==> src/rtl/regfile_wb_arbiter.sv <==
// Round-robin merge of ALU and load writebacks onto the single register-file write port.
// Latency: 2 cycles from acceptance to wr_en; one write per cycle in total; WB_CONFLICT_CNT_EN adds a contention counter.
// Backpressure: x_ready drops when that requester's FIFO is full (registered state only, no pass-through).

module regfile_wb_arbiter_fifo #(
    parameter int W     = 37,
    parameter int DEPTH = 2
) (
    input  logic         clk,
    input  logic         reset,
    input  logic         push,
    input  logic [W-1:0] push_dat,
    input  logic         pop,
    output logic [W-1:0] head_dat,
    output logic         empty,
    output logic         full
);
    localparam int PW = $clog2(DEPTH);
    localparam int CW = PW + 1;

    logic [W-1:0]  mem [DEPTH];
    logic [PW-1:0] rd_ptr;
    logic [PW-1:0] wr_ptr;
    logic [CW-1:0] cnt;

    assign empty    = (cnt == '0);
    assign full     = (cnt == CW'(DEPTH));
    assign head_dat = mem[rd_ptr];

    always_ff @(posedge clk or posedge reset) begin
        if (reset) begin
            rd_ptr <= '0;
            wr_ptr <= '0;
            cnt    <= '0;
        end else begin
            if (push)
                wr_ptr <= wr_ptr + PW'(1);
            if (pop)
                rd_ptr <= rd_ptr + PW'(1);
            case ({push, pop})
                2'b10:   cnt <= cnt + CW'(1);
                2'b01:   cnt <= cnt - CW'(1);
                default: cnt <= cnt;
            endcase
        end
    end

    always_ff @(posedge clk) begin
        if (push)
            mem[wr_ptr] <= push_dat;
    end
endmodule

module regfile_wb_arbiter #(
    parameter int DATA_W = 32,
    parameter int ADDR_W = 5,
    parameter int DEPTH  = 2
) (
    input  logic              clk,
    input  logic              reset,
    input  logic              a_valid,
    output logic              a_ready,
    input  logic [ADDR_W-1:0] a_addr,
    input  logic [DATA_W-1:0] a_data,
    input  logic              b_valid,
    output logic              b_ready,
    input  logic [ADDR_W-1:0] b_addr,
    input  logic [DATA_W-1:0] b_data,
    output logic              wr_en,
    output logic [ADDR_W-1:0] wr_addr,
    output logic [DATA_W-1:0] wr_data,
    output logic              busy
`ifdef WB_CONFLICT_CNT_EN
    ,
    output logic [15:0]       conflict_cnt,
    input  logic              conflict_clr
`endif
);
    typedef struct packed {
        logic [ADDR_W-1:0] addr;
        logic [DATA_W-1:0] data;
    } wb_ent_t;

    wb_ent_t a_head, b_head, sel;
    logic    a_full, a_empty, b_full, b_empty;
    logic    a_push, b_push;
    logic    gnt_a, gnt_b, contested;
    logic    prefer_b;

    assign a_ready = !a_full && !reset;
    assign b_ready = !b_full && !reset;
    assign a_push  = a_valid && a_ready;
    assign b_push  = b_valid && b_ready;

    regfile_wb_arbiter_fifo #(.W(ADDR_W + DATA_W), .DEPTH(DEPTH)) u_fifo_a (
        .clk(clk), .reset(reset),
        .push(a_push), .push_dat({a_addr, a_data}),
        .pop(gnt_a), .head_dat(a_head),
        .empty(a_empty), .full(a_full)
    );

    regfile_wb_arbiter_fifo #(.W(ADDR_W + DATA_W), .DEPTH(DEPTH)) u_fifo_b (
        .clk(clk), .reset(reset),
        .push(b_push), .push_dat({b_addr, b_data}),
        .pop(gnt_b), .head_dat(b_head),
        .empty(b_empty), .full(b_full)
    );

    assign contested = !a_empty && !b_empty;

    always_comb begin
        gnt_a = 1'b0;
        gnt_b = 1'b0;
        if (contested) begin
            gnt_a = !prefer_b;
            gnt_b = prefer_b;
        end else if (!a_empty) begin
            gnt_a = 1'b1;
        end else if (!b_empty) begin
            gnt_b = 1'b1;
        end
    end

    assign sel = gnt_b ? b_head : a_head;

    // r0 is hardwired zero: its entries drain through arbitration but never write.
    always_ff @(posedge clk or posedge reset) begin
        if (reset) begin
            prefer_b <= 1'b0;
            wr_en    <= 1'b0;
            wr_addr  <= '0;
            wr_data  <= '0;
        end else begin
            if (contested)
                prefer_b <= !prefer_b;
            wr_en <= (gnt_a || gnt_b) && (sel.addr != '0);
            if (gnt_a || gnt_b) begin
                wr_addr <= sel.addr;
                wr_data <= sel.data;
            end
        end
    end

    assign busy = !a_empty || !b_empty || wr_en;

`ifdef WB_CONFLICT_CNT_EN
    always_ff @(posedge clk or posedge reset) begin
        if (reset)
            conflict_cnt <= '0;
        else if (conflict_clr)
            conflict_cnt <= '0;
        else if (contested && conflict_cnt != 16'hFFFF)
            conflict_cnt <= conflict_cnt + 16'd1;
    end
`endif
endmodule

==> config.mk <==
export PLATFORM = sky130hd
export DESIGN_NAME = regfile_wb_arbiter
export DESIGN_NICKNAME = d
export VERILOG_FILES = /design/src/rtl/regfile_wb_arbiter.sv
export SDC_FILE = /design/constraint.sdc
export NUM_CORES = 1
export LEC_CHECK = 0
export CAP_MARGIN = 10
export CORE_MARGIN = 3
export CORE_UTILIZATION = 45
export DETAILED_ROUTE_END_ITERATION = 10
export PLACE_DENSITY_LB_ADDON = 0.25
export SLEW_MARGIN = 20
export SYNTH_ARGS = -nofsm -noshare
export SYNTH_HDL_FRONTEND = slang
export SYNTH_SLANG_ARGS = --single-unit
==> constraint.sdc <==
create_clock -name clk -period 3.25 [get_ports clk]
set_input_delay 0.8125 -clock clk [delete_from_list [all_inputs] [get_ports clk]]
set_output_delay 0.8125 -clock clk [all_outputs]
set_load 0.05 [all_outputs]
==> results.ini <==
[status]
status = finished clean

[power]
p_leak_nw = 3.40
combPwrFrac_pct = 42.3
swShare_pct = 39.4
power.switching_mw = 3.87
pwr-share-clk_pct = 19.8
p_per_area_mw_per_mm2 = 996
intPower_mw = 5.97
p_total_mw = 9.84
peakVddDrop_mv = 0.617
seqPwrFrac_pct = 37.9

[hold_path]
min-delay-start = u_fifo_a.wr_ptr
min_path_type = reg2reg

[timing]
tightest_slew_ns = 1.01
worst_slack_ns = 0.436
finalHoldViolations = 0
relSlewSlack_pct = 32.9
setup_viol = 0
slew_violations = 0
finalClockSkew_ns = 0.00697
final.period_utilization_pct = 86.6
fin_tns_setup_ns = 0
fin_crit_ns = 2.81
whs_ns = 0.572
rsz0062_at_grt = no
max_freq_ghz = 0.355

[placement]
io_buffers = 118
dpl.cell_count = 812
dp_hpwl_mm = 11.2
dp_slack_ns = 0.230
dpl_cell_area_mm2 = 0.00934
finalWeightedCongestion = 0.751

[logic_synthesis]
synthCells = 499
synth.distinct_cells = 31
syn_area_mm2 = 0.00795
synth_fp_nets = 579
avgSynthCellArea_um2 = 15.9
ys_seq_area_share_pct = 70.7
synth-warning-count = 0
ys_seq_elements = 195

[die]
initial_utilization_pct = 46.9
core-area_mm2 = 0.0169
placementRows = 47
die_h_um = 139
die_w_um = 139
die_area_mm2 = 0.0193
io_pins = 119

[setup_path]
startpoint_type = flip-flop
critPathCapture = busy
worst_r2r_startpoint = u_fifo_b.cnt[0]
crit_fanout = 21
cp.arrival_ns = 2.00
reg2reg_depth = 5
crit_required_ns = 2.44
worstSetupPathType = reg2out
critPathCaptureType = output port
rrSetupSlack_ns = 0.86
crit-reg2reg-capture = u_fifo_a.cnt[1]
cp-startpoint = u_fifo_b.cnt[0]

[finish]
final_cells = 844
diodes = 0
fin_util_pct = 58.4
stdcell_area_mm2 = 0.00988
nets = 691
syn_to_final_growth_pct = 24.4
drive_gt1_share_pct = 15.2
fillers = 1299

[cts]
clockBufferDepth = 2
htreeDepth = 4
post_cts_resized = 0
cts_root_buf = clkbuf_16
path_clk_slew_ns = 0.06
worstSkewPairLatency_ns = 0.44
cts_tree = done
cts_buffers = 17
clock-sinks = 195
hold_buffers = 0
post_cts_buffers = 0

[drt]
dr.pass1.iters = 5
ant_nets = 0
drc = 0
first_iter_violations = 385
drt-wirelength-per-cell_um = 21.6
viasPerCell = 5.70
routed_wl_mm = 18.2
num_vias = 4815

[grt]
grt_pass1_wl_mm = 27.7
grt_max_degree = 43
grt_usage_pct = 18.8
antenna_found_initial = 0
grt_pass1_vias = 4979
overflow = 0

[job]
max_cap_viol_count = 0

==> sequential cells by signal, summed over array words and instances (netlist names), 2 cells and up <==
signal / count
u_fifo_a.cnt: 2
u_fifo_a.mem: 74
u_fifo_b.cnt: 2
u_fifo_b.mem: 74
wr_addr: 5
wr_data: 32
==> Yosys cell counts <==
| master | instances | share of area (%) |
|---|---|---|
| edfxtp_1 | 148 | 56 |
| dfrtp_1 | 47 | 15 |
| nor2_1 | 42 | 2.0 |
| nor3b_1 | 38 | 3.6 |
| a211oi_1 | 37 | 3.5 |
| a221oi_1 | 37 | 4.1 |
| mux2_2 | 37 | 5.2 |
| mux2i_1 | 37 | 4.7 |
| buf_2 | 21 | 1.3 |
| clkbuf_1 | 12 | 0.57 |
| xnor2_1 | 9 | 0.99 |
| buf_4 | 3 | 0.28 |
| inv_1 | 3 | 0.14 |
| o211ai_1 | 3 | 0.28 |
| o21a_1 | 3 | 0.28 |
| and3_1 | 2 | 0.16 |
| buf_6 | 2 | 0.28 |
| ha_1 | 2 | 0.31 |
| nor4_1 | 2 | 0.16 |
| nor4b_1 | 2 | 0.22 |
| xor2_1 | 2 | 0.22 |
| a21oi_4 | 1 | 0.20 |
| a22o_1 | 1 | 0.11 |
| clkbuf_4 | 1 | 0.095 |
| nand2_1 | 1 | 0.047 |
| nor2_4 | 1 | 0.14 |
| nor3_1 | 1 | 0.063 |
| o22ai_1 | 1 | 0.079 |
| or2_1 | 1 | 0.079 |
| or2_2 | 1 | 0.079 |
| or3_1 | 1 | 0.079 |
==> power by group through the flow <==
stage,combinational (mW),clock (mW),sequential [mW]
final,4.16,1.95,3.72
after global routing,4.44,2.07,3.79
after CTS,4.18,1.98,3.73
after detailed placement,4.16,0,3.78
after global placement,4.07,0,3.76
after floorplan,2.29,0,4.37
==> worst min-delay path by stage <==
stage	to	slack, ns	cells after the start
floorplan	u_fifo_a.wr_ptr	0.48	1
global placement	u_fifo_a.wr_ptr	0.53	1
detailed placement	u_fifo_a.wr_ptr	0.55	1
CTS	u_fifo_a.wr_ptr	0.57	1
global route	u_fifo_b.wr_ptr	0.58	1
finish	u_fifo_a.wr_ptr	0.57	1
==> kinds of logic (layout without fill, tap and decap cells) <==
family | after synthesis | in the layout | share of synthesized area [%]
compound gates | 83 | 83 | 8.54
xor+xnor | 11 | 11 | 1.21
mux | 74 | 74 | 9.91
simple gates | 92 | 92 | 6.60
fa+ha+maj | 2 | 2 | 0.315
flops | 195 | 195 | 70.7
buf+inv | 42 | 167 | 2.69
==> worst max-delay path: stages, from the launching register on <==
cell and delay [ns]:
dfrtp_2 0.40, or2_2 0.51, or3_1 0.48, buf_12 0.17
==> routing by layer <==
metal | track usage [%] | vias up | wire length [um]
met5 | 0 | - | 0
met4 | 6.59 | 0 | 306
met3 | 4.17 | 24 | 948
met2 | 30.9 | 164 | 9130
met1 | 25.0 | 2442 | 7810
li1 | - | 2185 | -
==> cells in the final DEF (no fill, tap or decap), types with 4 or more instances in the layout <==
cell             count
nor2_1              40
edfxtp_1           148
clkinvlp_4           4
xnor2_1              9
dfrtp_1             42
a221oi_1            37
clkdlybuf4s50_1    115
a211oi_1            37
clkbuf_16           17
mux2_2              37
mux2i_1             37
buf_4               16
nor3b_1             38
dfrtp_2              5
==> cell type report <==
type                       instances  area [um2]  share of cell area, %
sequential                       195        5630                   56.9
multi-input combinational        262        2130                   21.5
timing repair buffer             132        1290                   13.1
clock buffer                      22         464                   4.70
tap                              220         275                   2.78
clock inverter                    10        83.8                  0.848
inverter                           3        15.0                  0.152
Note: power is estimated with default switching activity, not from simulation.
